===== config.mk =====
export PLATFORM = sky130hd
export DESIGN_NAME = divisor_arbiter
export DESIGN_NICKNAME = d
export VERILOG_FILES = /design/src/rtl/divisor_arbiter.sv
export SDC_FILE = /design/constraint.sdc
export NUM_CORES = 1
export LEC_CHECK = 0
export BUFFER_PORTS_ARGS = -buffer_cell sky130_fd_sc_hd__buf_4
export CAP_MARGIN = 5
export CORE_MARGIN = 3
export CORE_UTILIZATION = 46
export DETAILED_ROUTE_END_ITERATION = 7
export PLACE_DENSITY = 0.9
export SLEW_MARGIN = 20
export SYNTH_ARGS = -nofsm -noshare
export SYNTH_HDL_FRONTEND = slang
export SYNTH_SLANG_ARGS = --single-unit

===== constraint.sdc =====
create_clock -name clk -period 2.89 [get_ports clk]
set_input_delay 0.289 -clock clk [delete_from_list [all_inputs] [get_ports clk]]
set_output_delay 0.289 -clock clk [all_outputs]
set_load 0.01 [all_outputs]

===== src/rtl/divisor_arbiter.sv =====
// divisor_arbiter: round-robin front end that shares one sequential divider
// among NREQ requesters. It accepts one request at a time, issues a single
// start pulse to the divider, and returns quotient/remainder with a one-cycle
// response pulse. Divide-by-zero is answered locally. A watchdog aborts
// operations that the divider never completes.
module divisor_arbiter #(
  parameter int NREQ    = 4,
  parameter int W       = 16,
  parameter int TIMEOUT = 64
) (
  input  logic              clk,
  input  logic              rst,
  input  logic [NREQ-1:0]   req_valid,
  input  logic [NREQ*W-1:0] req_dividendo,
  input  logic [NREQ*W-1:0] req_divisor,
  output logic [NREQ-1:0]   req_ready,
  output logic [NREQ-1:0]   rsp_valid,
  output logic [W-1:0]      rsp_quociente,
  output logic [W-1:0]      rsp_resto,
  output logic              rsp_div_zero,
  output logic              rsp_timeout,
  output logic              busy,
  output logic              div_start,
  output logic [W-1:0]      div_dividendo,
  output logic [W-1:0]      div_divisor,
  input  logic              div_ready,
  input  logic              div_done_tick,
  input  logic [W-1:0]      div_quociente,
  input  logic [W-1:0]      div_resto
);

  localparam int IW = (NREQ > 1) ? $clog2(NREQ) : 1;
  // The watchdog only ever counts up to TIMEOUT-1.
  localparam int CW = (TIMEOUT > 2) ? $clog2(TIMEOUT) : 1;
  localparam logic [IW-1:0] LAST_RST = IW'(NREQ - 1);
  localparam logic [CW-1:0] WD_LIMIT = CW'(TIMEOUT - 1);

  typedef enum logic [1:0] {
    S_IDLE  = 2'd0,
    S_ISSUE = 2'd1,
    S_WAIT  = 2'd2,
    S_RESP  = 2'd3
  } state_t;

  state_t        state_q, state_d;
  logic [IW-1:0] last_grant_q, last_grant_d;
  logic [IW-1:0] grant_q, grant_d;
  logic [W-1:0]  opa_q, opa_d;
  logic [W-1:0]  opb_q, opb_d;
  logic [W-1:0]  quo_q, quo_d;
  logic [W-1:0]  rem_q, rem_d;
  logic          divz_q, divz_d;
  logic          tmo_q, tmo_d;
  logic [CW-1:0] wdog_q, wdog_d;

  logic          grant_found;
  logic [IW-1:0] grant_idx;
  logic [IW-1:0] cand_idx;
  logic          accept;
  logic [W-1:0]  dvd_arr [NREQ];
  logic [W-1:0]  dvs_arr [NREQ];
  logic [W-1:0]  sel_dividend;
  logic [W-1:0]  sel_divisor;

  // Unpack the flat operand buses so the granted pair can be picked by index.
  for (genvar gi = 0; gi < NREQ; gi++) begin : g_unpack
    assign dvd_arr[gi] = req_dividendo[gi*W +: W];
    assign dvs_arr[gi] = req_divisor[gi*W +: W];
  end

  assign sel_dividend = dvd_arr[grant_idx];
  assign sel_divisor  = dvs_arr[grant_idx];

  // Round-robin search: first valid requester after the last one served.
  always_comb begin
    grant_found = 1'b0;
    grant_idx   = '0;
    cand_idx    = '0;
    for (int k = 1; k <= NREQ; k++) begin
      cand_idx = IW'((int'(last_grant_q) + k) % NREQ);
      if (!grant_found && req_valid[cand_idx]) begin
        grant_found = 1'b1;
        grant_idx   = cand_idx;
      end
    end
  end

  // A grant only happens in IDLE with an idle divider; masked while in reset
  // so every output reads zero the moment reset is applied.
  assign accept = (state_q == S_IDLE) && div_ready && grant_found && !rst;

  // One-hot accept and response strobes.
  for (genvar gi = 0; gi < NREQ; gi++) begin : g_strobe
    assign req_ready[gi] = accept && (grant_idx == IW'(gi));
    assign rsp_valid[gi] = (state_q == S_RESP) && (grant_q == IW'(gi));
  end

  assign div_start     = (state_q == S_ISSUE);
  assign busy          = (state_q != S_IDLE);
  assign div_dividendo = opa_q;
  assign div_divisor   = opb_q;
  assign rsp_quociente = quo_q;
  assign rsp_resto     = rem_q;
  assign rsp_div_zero  = divz_q;
  assign rsp_timeout   = tmo_q;

  // Next-state logic: grant, issue, wait with watchdog, respond.
  always_comb begin
    state_d      = state_q;
    last_grant_d = last_grant_q;
    grant_d      = grant_q;
    opa_d        = opa_q;
    opb_d        = opb_q;
    quo_d        = quo_q;
    rem_d        = rem_q;
    divz_d       = divz_q;
    tmo_d        = tmo_q;
    wdog_d       = wdog_q;
    case (state_q)
      S_IDLE: begin
        if (accept) begin
          grant_d = grant_idx;
          opa_d   = sel_dividend;
          opb_d   = sel_divisor;
          if (sel_divisor == '0) begin
            // Answer locally; the divider is never started.
            quo_d   = '1;
            rem_d   = sel_dividend;
            divz_d  = 1'b1;
            tmo_d   = 1'b0;
            state_d = S_RESP;
          end else begin
            state_d = S_ISSUE;
          end
        end
      end
      S_ISSUE: begin
        wdog_d  = '0;
        state_d = S_WAIT;
      end
      S_WAIT: begin
        // A completion in the same cycle as the watchdog limit still wins.
        if (div_done_tick) begin
          quo_d   = div_quociente;
          rem_d   = div_resto;
          divz_d  = 1'b0;
          tmo_d   = 1'b0;
          state_d = S_RESP;
        end else if (wdog_q == WD_LIMIT) begin
          quo_d   = '0;
          rem_d   = '0;
          divz_d  = 1'b0;
          tmo_d   = 1'b1;
          state_d = S_RESP;
        end else begin
          wdog_d = wdog_q + CW'(1);
        end
      end
      S_RESP: begin
        last_grant_d = grant_q;
        state_d      = S_IDLE;
      end
      default: begin
        state_d = S_IDLE;
      end
    endcase
  end

  // State and datapath registers; reset abandons any operation in flight.
  always_ff @(posedge clk or posedge rst) begin
    if (rst) begin
      state_q      <= S_IDLE;
      last_grant_q <= LAST_RST;
      grant_q      <= '0;
      opa_q        <= '0;
      opb_q        <= '0;
      quo_q        <= '0;
      rem_q        <= '0;
      divz_q       <= 1'b0;
      tmo_q        <= 1'b0;
      wdog_q       <= '0;
    end else begin
      state_q      <= state_d;
      last_grant_q <= last_grant_d;
      grant_q      <= grant_d;
      opa_q        <= opa_d;
      opb_q        <= opb_d;
      quo_q        <= quo_d;
      rem_q        <= rem_d;
      divz_q       <= divz_d;
      tmo_q        <= tmo_d;
      wdog_q       <= wdog_d;
    end
  end

endmodule


==> Word level (Yosys, flattened, before mapping) <==
Index checks and enable logic that the tools add are counted.
{ "totals": {"ff_bits": 78, "in_bits": 168, "out_inout_bits": 76, "elab_cells": 114} }
{ "op_classes": {"addsub": 5, "magnitude_cmp": 5, "eq_ne": 15, "mux": 49, "bitwise": 1, "n_reduce_logical": 29} }
{ "op_table": {"columns": ["op", "count"], "rows": [
  ["16-bit two-way mux", 11],
  ["16-bit binary-select mux with 2-bit select", 2],
  ["16-bit one-hot mux with 2 select lines", 2],
  ["16-bit zero test", 1],
  ["1-bit two-way mux", 16],
  ["2-bit two-way mux", 8],
  ["1-bit logical AND", 14],
  ["2-bit == test (second input constant)", 6],
  ["2-bit by 3-bit < comparator with 1-bit output (second input constant)", 4],
  ["6-bit two-way mux", 2],
  ["6-bit one-hot mux with 2 select lines", 1],
  ["1-bit binary-select mux with 2-bit select", 4],
  ["2-bit one-hot mux with 4 select lines", 1],
  ["6-bit by 1-bit adder with 6-bit output (second input constant)", 1],
  ["2-bit by 1-bit == test with 1-bit output (second input constant)", 3],
  ["6-bit == test (second input constant)", 1],
  ["2-bit zero test", 3],
  ["2-bit inequality test (second input constant)", 3],
  ["2-bit nonzero test", 3],
  ["2-bit by 1-bit adder with 2-bit output (second input constant)", 2],
  ["2-bit adder (second input constant)", 2],
  ["1-bit zero test", 4],
  ["1-bit one-hot mux with 2 select lines", 2],
  ["2-bit AND reduction", 2],
  ["6 further kinds", 6]
]} }

==> Depth between registers and ports, before layout <==
Gate-level depths: netlist (run 1).
{ "logic_depth": {"ltp_word": 21, "depth_mapped": 10, "ltp_nobuf": 8} }

==> Worst setup path after synthesis (run 1) <==
OpenSTA, ideal clock, no wires.
{ "synth_path": {"path_kind": "reg2reg", "start": "register last_grant_q[0]", "end": "register rem_q[10], in the netlist rsp_resto[10]", "setup_time_ns": 0.127, "arrival_time_ns": 2.540, "required_time_ns": 2.763, "setup_slack_ns": 0.223, "stages_incl_launch_ff": 10, "path_buffers": 2, "period_less_slack_ns": 2.667, "cell_sequence": "dfstp_2 -> or2b_4 -> a211oi_2 -> buf_4 -> mux2i_1 -> mux2i_1 -> or3b_1 -> o21ai_4 -> buf_6 -> mux2_1"} }
{ "synth_between": {"elab_chain_cells": 20, "elab_cells_between_ends": 42, "cone_classes": "add/sub (4); eq/ne (2); mux (25); bitwise (1); reduce/logical (10)"} }
{ "synth_rtl": {"columns": ["item", "line", "text"], "rows": [
  ["from (decl)", "46", "logic [IW-1:0] last_grant_q, last_grant_d;"],
  ["from (signal assigned)", "184", "last_grant_q <= last_grant_d;"],
  ["2-bit by 1-bit adder with 2-bit output", "80", "cand_idx = IW'((int'(last_grant_q) + k) % NREQ);"],
  ["1-bit binary-select mux with 2-bit select", "81", "if (!grant_found && req_valid[cand_idx]) begin"],
  ["1-bit two-way mux (not written as such)", "81", null],
  ["1-bit two-way mux", "81", null],
  ["1-bit zero test", "81", null],
  ["1-bit logical AND", "81", null],
  ["1-bit two-way mux", "81", null],
  ["1-bit zero test", "81", null],
  ["[3 not listed]", null, null],
  ["1-bit logical AND", "81", null],
  ["2-bit two-way mux", "81", null],
  ["2-bit NOT with 3-bit output (not written as such)", "71, 72", null],
  ["16-bit binary-select mux with 2-bit select (on tied branches)", "72, 71", null],
  ["16-bit two-way mux (on tied branches) (2 in series)", "72, 71", null],
  ["16-bit zero test or 16-bit two-way mux (tied branches)", "125", "if (sel_divisor == '0) begin"],
  ["2-bit by 1-bit inequality test with 1-bit output (no source line) or 16-bit two-way mux (tied branches)", null, null],
  ["4-bit AND reduction (no source line) or 16-bit one-hot mux with 2 select lines (tied branches)", null, null],
  ["to (signal assigned)", "189", "rem_q <= rem_d;"],
  ["to (decl)", "51", "logic [W-1:0] rem_q, rem_d;"]
]} }
Parallel ways exist; a longest one is shown, timed or not. The select of a mux whose other input is x is not followed.
A chain may end at the register's enable or synchronous reset.

==> Worst setup path in the final report (run 1) <==
{ "layout_path": {"start": "register last_grant_q[0]", "end": "register rem_q[2], in the netlist rsp_resto[2]"} }
The elaborated chain is that of the path after synthesis.

==> flow_metrics.py, run 1 <==
metrics = {
    "layout": {
        "final_util_pct": 70.6,
        "num-fill-cells": 765,
        "area_growth_pct": 45.8,
        "antenna_cells": 0,
        "nets": 948,
        "drive_above_1_share_pct": 38.0,
        "fin_area_um2": 7030,
    },
    "critical_path": {
        "max_stage_delay_ns": 0.43,
        "crit_start": "last_grant_q[0]",
        "r2r_cells": 9,
        "regToRegSetupSlack_ns": 0.11,
        "path_class": "reg -> reg",
        "worst_setup_path_start_kind": "flop",
        "cpLargestDelayFamily": "simple AND/OR/NAND/NOR gates",
        "critical_path.max_fanout": 17,
        "crit_cells": 9,
        "cpMostUsedCell": "mux2i_1",
        "r2r-start": "last_grant_q[0]",
        "required_ns": 3.13,
        "rr_endpoint": "rsp_resto[2]",
        "cp.arrival_ns": 3.03,
        "critPathCaptureType": "flop",
        "slowest_stage": "or3b_1",
        "endpoint": "rsp_resto[2]",
        "cp.buffers_inverters": 2,
        "path_cells": "or2b_4, a211oi_4, buf_4, mux2i_1, mux2i_1, or3b_1, o21ai_4, buf_12, mux2_1",
    },
    "min_path": {
        "min_path_type": "in -> async",
    },
    "routing": {
        "vias": 5182,
        "first_pass_iters": 7,
        "drt_iter0_drc": 372,
        "drt_wl_total_um": 16700,
        "wl_per_cell_um": 18.4,
        "final_antenna_net_count": 0,
        "viasPerCell": 5.68,
        "drc": 0,
    },
    "grt": {
        "antenna_found_initial": 0,
        "first_global_vias": 5076,
        "grt_first_pass_wirelength_um": 25000,
        "grt_max_degree": 64,
        "gr-total-overflow": 0,
        "grt_usage_pct": 27.2,
    },
    "run_status": {
        "outcome": "finished, final reports clean",
    },
    "run": {
        "drv_cap": 0,
    },
    "clocking": {
        "cts_tree": "yes",
        "insertion_delay_ns": 0.36,
        "clock_path_buffers": 2,
        "h-tree-depth": 3,
        "clk_pin_slew_ns": 0.09,
        "cts_inserted_buffers": 9,
        "cts_root_buf": "clkbuf_8",
        "cts.sinks": 78,
    },
    "timing": {
        "finalHoldViolations": 0,
        "fin_ws_ns": 0.107,
        "max_freq_mhz": 359,
        "worst_pin_slew_ns": 0.769,
        "relSlewSlack_pct": 48.7,
        "slew_violations": 0,
        "hold_ws_ns": 0.110,
        "finalSetupViolations": 0,
        "finalCriticalPeriod_ns": 2.78,
        "finalCritPeriodShare_pct": 96.3,
        "rsz0062_at_grt": "no",
        "fin_worst_skew_ns": 0.0112,
    },
    "pwr": {
        "pwr-share-seq_pct": 30.1,
        "ir_worst_vdd_mv": 0.349,
        "powerDensity_nw_per_um2": 914,
        "pwr-share-clk_pct": 13.6,
        "p_sw_share_pct": 41.0,
        "p_sw_mw": 2.63,
        "p_int_mw": 3.79,
        "combPwrFrac_pct": 56.4,
        "p_leak_nw": 3.56,
    },
    "synthesis": {
        "synth_edf_count": 0,
        "synth-simple-area-share_pct": 22.8,
        "synth_top_area_share_pct": 39.5,
        "muxShareOfSynthArea_pct": 7.53,
        "ys_seq_elements": 78,
        "synth_area_um2": 4820,
        "async_flop_share_pct": 100,
        "synthAdderAreaFrac_pct": 1.56,
        "synth_cell_types": 53,
        "syn_inst": 543,
        "ys.warnings.count": 0,
        "yosys.area.top_type": "dfrtp_1",
        "synth_compound_area_share_pct": 22.1,
        "synth-xor-area-share_pct": 0.364,
        "synth_nets": 717,
        "synth-main-ff-cell": "dfrtp_1",
        "synth_top_family_by_area": "simple AND/OR/NAND/NOR gates",
        "seq_area_frac_synth_pct": 40.6,
        "ys_top_cells_by_area": "dfrtp_1, nand2_1, a211oi_1",
        "synth_most_common_cell": "nand2_1",
        "synth_area_per_cell_um2": 8.87,
        "synth_common_cells": "nand2_1, dfrtp_1, a211oi_1, clkbuf_1",
    },
    "place": {
        "port_buffers": 243,
        "dp_hpwl_um": 12700,
        "dp_slack_ns": -0.00594,
        "postPlaceCellArea_um2": 6740,
        "gp_congestion": 0.922,
    },
    "floorplan": {
        "row_count": 36,
        "die_area_um2": 11700,
        "die_y_um": 108,
        "boundaryPins": 244,
        "core-area_um2": 9950,
        "die_x_um": 108,
        "initial_core_util_pct": 48.4,
    },
}
## through the flow
stage / setup TNS [ns] / total power, mW / std cells
6_report: 0 / 6.42 / 912
2_1_floorplan: 0 / 3.98 / 543
5_1_grt: 0 / 6.85 / 912
3_3_place_gp: 0 / 5.37 / 890
4_1_cts: 0 / 6.38 / 906
3_5_place_dp: -0.00623 / 5.49 / 890
## repair_timing
item | in CTS | in global routing
gates resized for setup | 0 | 1
endpoints found under the hold margin | 0 | 0
setup buffers | 0 | 5
hold buffers | 0 | 0
endpoints found under the setup margin | 0 | 16
## per-layer routing
layer | global-route usage, % | share of wire [%] | up-vias
met5 | 0 | 0 | -
met4 | 10.9 | 3.1 | 0
met3 | 7.04 | 8.5 | 43
met2 | 48.8 | 51 | 265
met1 | 30.9 | 38 | 2459
li1 | - | - | 2415
## worst register-to-register path: stages, from the launching register on
cell	delay, ns
dfstp_2	0.40
or2b_4	0.28
a211oi_4	0.34
buf_4	0.20
mux2i_1	0.18
mux2i_1	0.15
or3b_1	0.44
o21ai_4	0.17
buf_12	0.18
mux2_1	0.35
## power groups by stage
stage | clock (mW) | combinational [mW] | sequential, mW
6_report | 0.873 | 3.62 | 1.93
5_1_grt | 0.934 | 3.92 | 1.99
4_1_cts | 0.892 | 3.56 | 1.93
3_5_place_dp | 0 | 3.54 | 1.94
3_3_place_gp | 0 | 3.45 | 1.92
2_1_floorplan | 0 | 1.90 | 2.08
## kinds of logic (layout without fill, tap and decap cells)
group | Yosys count | after routing
fa+ha+maj | 6 | 6
flops | 78 | 78
compound gates | 137 | 137
xor+xnor | 2 | 2
mux | 34 | 34
buf+inv | 55 | 291
simple gates | 231 | 231
## flip-flops by register name, indices dropped and copies added, names as in the netlist, 2 cells and up
signal / cells
state_q: 2
last_grant_q: 2
div_divisor: 16
div_dividendo: 16
rsp_resto: 16
rsp_quociente: 16
grant_q: 2
wdog_q: 6
## cell usage in the layout (no fill, tap or decap), types with 2 or more instances in the layout
cell,count
and2_0,21
o21ai_0,8
or4_1,9
inv_1,11
o22ai_1,3
a2bb2oi_1,16
dfrtp_1,76
mux2_1,13
nand3_1,2
mux2_2,5
and3_1,21
mux2i_1,16
nor4_1,4
and2_1,9
a21oi_1,3
a22o_1,17
a31oi_1,17
a21o_1,14
nor3_1,6
dfstp_2,2
ha_1,6
clkinv_4,3
o311ai_0,2
buf_4,260
a311oi_1,13
a211oi_1,29
nor3b_1,2
a211oi_4,2
nand2_1,139
o21a_1,3
nand4_1,2
clkbuf_8,11
nor2_1,9
## worst min path at each step
| stage | startpoint | end | slack, ns | cells after the start |
|---|---|---|---|---|
| after floorplan | grant_q[1] | grant_q[1] | 0.50 | 2 |
| after global placement | div_dividendo[3] | div_dividendo[3] | 0.46 | 2 |
| after detailed placement | div_divisor[1] | div_divisor[1] | 0.47 | 1 |
| after CTS | rst | rsp_resto[0] | 0.22 | 2 |
| after global routing | rst | rsp_resto[14] | 0.16 | 2 |
| final | rst | rsp_resto[14] | 0.11 | 2 |
## area by class of cell
cell class | instances | area (um^2) | area share (%)
multi-input cells | 410 | 2630 | 37.5
repair buffers | 263 | 2010 | 28.6
flip-flops and latches | 78 | 1950 | 27.8
well taps | 133 | 166 | 2.37
clock buffers | 11 | 151 | 2.15
clock inverters | 5 | 65.1 | 0.926
inverters | 12 | 47.5 | 0.677
(Power assumes the default switching activity.)
==> run 2: changes to the inputs <==
- ABC_AREA: default -> 1
- CORE_UTILIZATION: 46 -> 47
- CTS_CLUSTER_DIAMETER: default -> 60
- PLACE_DENSITY: 0.9 -> 0.91
==> run 2 against run 1 <==
  * The run now ends with setup timing left
  * Total power increased by 75%
  * Area after synthesis rose by 2.7%
  * Synthesized cell count rose by 39%
  * Register-to-register slack worse by 0.23 ns
  * Cell count grew 28%
  * Sequential cell count unchanged
  * Clock-buffer cell count shrank 2
  * Cell area up 11%
  * Utilization increased by 7.1 points
  * Die area rose by 0.47%
  * Critical endpoint is now rsp_resto[12]
  * Largest power group unchanged
==> flow_metrics.py, run 2 <==
metrics = {
    "timing": {
        "finalSetupViolations": 34,
        "rsz0062_at_grt": "yes",
        "hold_ws_ns": 0.258,
        "fin_ws_ns": -0.121,
        "finalCritPeriodShare_pct": 104,
        "finalHoldViolations": 0,
        "relSlewSlack_pct": 32.6,
        "finalSetupTns_ns": -2.24,
        "fin_worst_skew_ns": 0.0139,
        "slew_violations": 0,
        "worst_pin_slew_ns": 1.01,
        "max_freq_mhz": 332,
        "finalCriticalPeriod_ns": 3.01,
    },
    "synthesis": {
        "synth_edf_count": 0,
        "seq_area_frac_synth_pct": 39.5,
        "yosys.area.top_type": "dfrtp_1",
        "synth-main-ff-cell": "dfrtp_1",
        "synth_area_per_cell_um2": 6.53,
        "synth_most_common_cell": "nand2_1",
        "async_flop_share_pct": 100,
        "ys_top_cells_by_area": "dfrtp_1, nand2_1, nand3_1",
        "synth_top_area_share_pct": 38.5,
        "synth_nets": 931,
        "synth_common_cells": "nand2_1, dfrtp_1, nand3_1, nor2_1, nand4_1",
        "ys_seq_elements": 78,
        "synth_area_um2": 4950,
        "syn_inst": 757,
        "ys.warnings.count": 0,
        "synth_cell_types": 33,
    },
    "grt": {
        "grt_util_met2_pct": 49.6,
        "grt.busiest_layer": "met2",
        "first_global_vias": 5629,
        "grt_max_degree": 79,
        "grt.met1_usage_pct": 37.8,
        "met3_usage_pct": 6.63,
        "grt_usage_pct": 29.6,
        "grt_first_pass_wirelength_um": 27400,
        "gr-total-overflow": 0,
        "antenna_found_initial": 0,
    },
    "critical_path": {
        "worst_setup_path_start_kind": "flop",
        "required_ns": 3.18,
        "critical_path.max_fanout": 10,
        "path_class": "reg -> reg",
        "r2r_cells": 23,
        "critPathCaptureType": "flop",
        "rr_endpoint": "rsp_resto[12]",
        "path_cells": "inv_4, nand2_1, nand2_2, nand2_2, nand2_4, nand2_4, nand2_4, nand2_4, nand3_4, clkbuf_16, nand2_1, nand2_1, nand2_2, nand2_1, nor2_1, nand2_1, nor2_2, nand2_2, nand2_4, buf_12, clkbuf_16, nand3_1, nand2_1",
        "max_stage_delay_ns": 0.61,
        "endpoint": "rsp_resto[12]",
        "cpMostUsedCell": "nand2_1",
        "regToRegSetupSlack_ns": -0.12,
        "r2r-start": "last_grant_q[0]",
        "slowest_stage": "dfstp_2",
        "crit_start": "last_grant_q[0]",
        "cp.arrival_ns": 3.30,
    },
    "place": {
        "dp_hpwl_um": 13100,
        "port_buffers": 243,
        "placedCellCount": 1119,
        "gp_congestion": 0.918,
    },
    "clocking": {
        "hold_buffers": 0,
        "cts_inserted_buffers": 9,
        "clk_pin_slew_ns": 0.09,
        "h-tree-depth": 3,
        "cts_tree": "yes",
        "insertion_delay_ns": 0.35,
        "cts_root_buf": "clkbuf_8",
        "clock_path_buffers": 2,
        "cts.sinks": 78,
    },
    "layout": {
        "drive_above_1_share_pct": 36.0,
        "area_growth_pct": 57.1,
        "antenna_cells": 0,
        "nets": 1201,
        "final_common_cell": "nand2_1",
        "num-fill-cells": 718,
        "final_cell_mix": "nand2_1, buf_4, dfrtp_1",
        "finalNonFillerCells": 1165,
    },
    "floorplan": {
        "row_count": 36,
        "die_x_um": 109,
        "initial_core_util_pct": 49.5,
        "die_area_um2": 11800,
        "boundaryPins": 244,
        "core-area_um2": 10000,
        "die_y_um": 109,
    },
    "min_path": {
        "min_path_type": "in -> reg",
    },
    "routing": {
        "drt_iter0_drc": 459,
        "wl_per_cell_um": 16.1,
        "drt_wl_total_um": 18700,
        "viasPerCell": 5.35,
        "drc": 0,
        "first_pass_iters": 5,
        "vias": 6232,
        "final_antenna_net_count": 0,
    },
    "pwr": {
        "powerDensity_nw_per_um2": 1450,
        "p_leak_nw": 4.28,
        "ir_worst_vdd_mv": 0.970,
    },
    "run": {
        "drv_cap": 0,
    },
    "run_status": {
        "outcome": "finished with violations",
        "violations": "setup timing",
    },
}
-- run 2: changes by cell type after synthesis, moves of 13 or more --
cell,previous run,this run
nand3_1,2,43
mux2i_1,16,0
nand4_1,2,34
a22o_1,17,0
a311oi_1,13,0
and2_0,21,0
clkbuf_1,30,15
a21o_1,14,0
a2bb2oi_1,16,1
mux2_1,13,0
nand2_1,139,439
a211oi_1,30,0
and3_1,21,0
nor2_1,9,38
-- run 2: cells by family (layout without fill, tap and decap cells) --
family,Yosys count,after routing,synth area share (%)
AOI/OAI and AO/OA,37,38,4.58
adders and majority gates,6,6,1.52
buffers and inverters,64,335,6.07
DFF,78,78,39.5
and+or+nand+nor,572,575,48.3
-- run 2: worst min-delay path by stage --
stage,startpoint,to,slack [ns],depth (start not counted)
after floorplan,wdog_q[0],wdog_q[0],0.48,1
after global placement,rsp_quociente[5],rsp_quociente[5],0.46,2
after detailed placement,rsp_quociente[14],rsp_quociente[14],0.46,2
after CTS,div_quociente[6],rsp_quociente[6],0.25,5
after global routing,div_quociente[13],rsp_quociente[13],0.26,5
final,div_quociente[11],rsp_quociente[11],0.26,5
-- run 2: cell type report --
class	instances	area, um^2	area share, %
clock buffers	9	124	1.59
clock inverters	7	104	1.34
multi-input cells	619	2900	37.3
flip-flops and latches	78	1950	25.1
repair buffers	294	2420	31.2
inverters	25	105	1.35
well taps	133	166	2.14
-- run 2: repair_timing --
item / in CTS / in global routing
resized for setup: 26 / 46
endpoints found under the setup margin: 39 / 39
pin swaps: 6 / 22
cloned: 3 / 7
setup buffers: 9 / 11
-- run 2: layer usage --
metal	routed length (um)	part of all wire [%]
met5	0	0
met3	1650	8.8
met4	497	2.7
met2	9300	50
met1	7280	39
-- run 2: where the power goes --
part           switching, mW  internal (mW)
Clock                  0.447          0.499
Sequential             0.334           1.60
Combinational           4.92           3.44
-- run 2: critical path: cells and delay by family (launching register included) --
family | cells | cell delay (ns)
and+or+nand+nor | 19 | 1.74
DFF | 1 | 0.61
buffers and inverters | 4 | 0.57
-- run 2: per-stage QoR --
step | area [um^2] | setup WS (ns) | utilization [%] | total power, mW
after global placement | 6950 | -0.0844 | 69.5 | 8.53
final | 7770 | -0.121 | 77.7 | 11.2
after detailed placement | 6950 | -0.167 | 69.5 | 8.69
after floorplan | 4950 | 0.106 | - | 6.30
after global routing | 7770 | -0.260 | 77.7 | 12.1
after CTS | 7400 | 0.00403 | 74.0 | 10.2
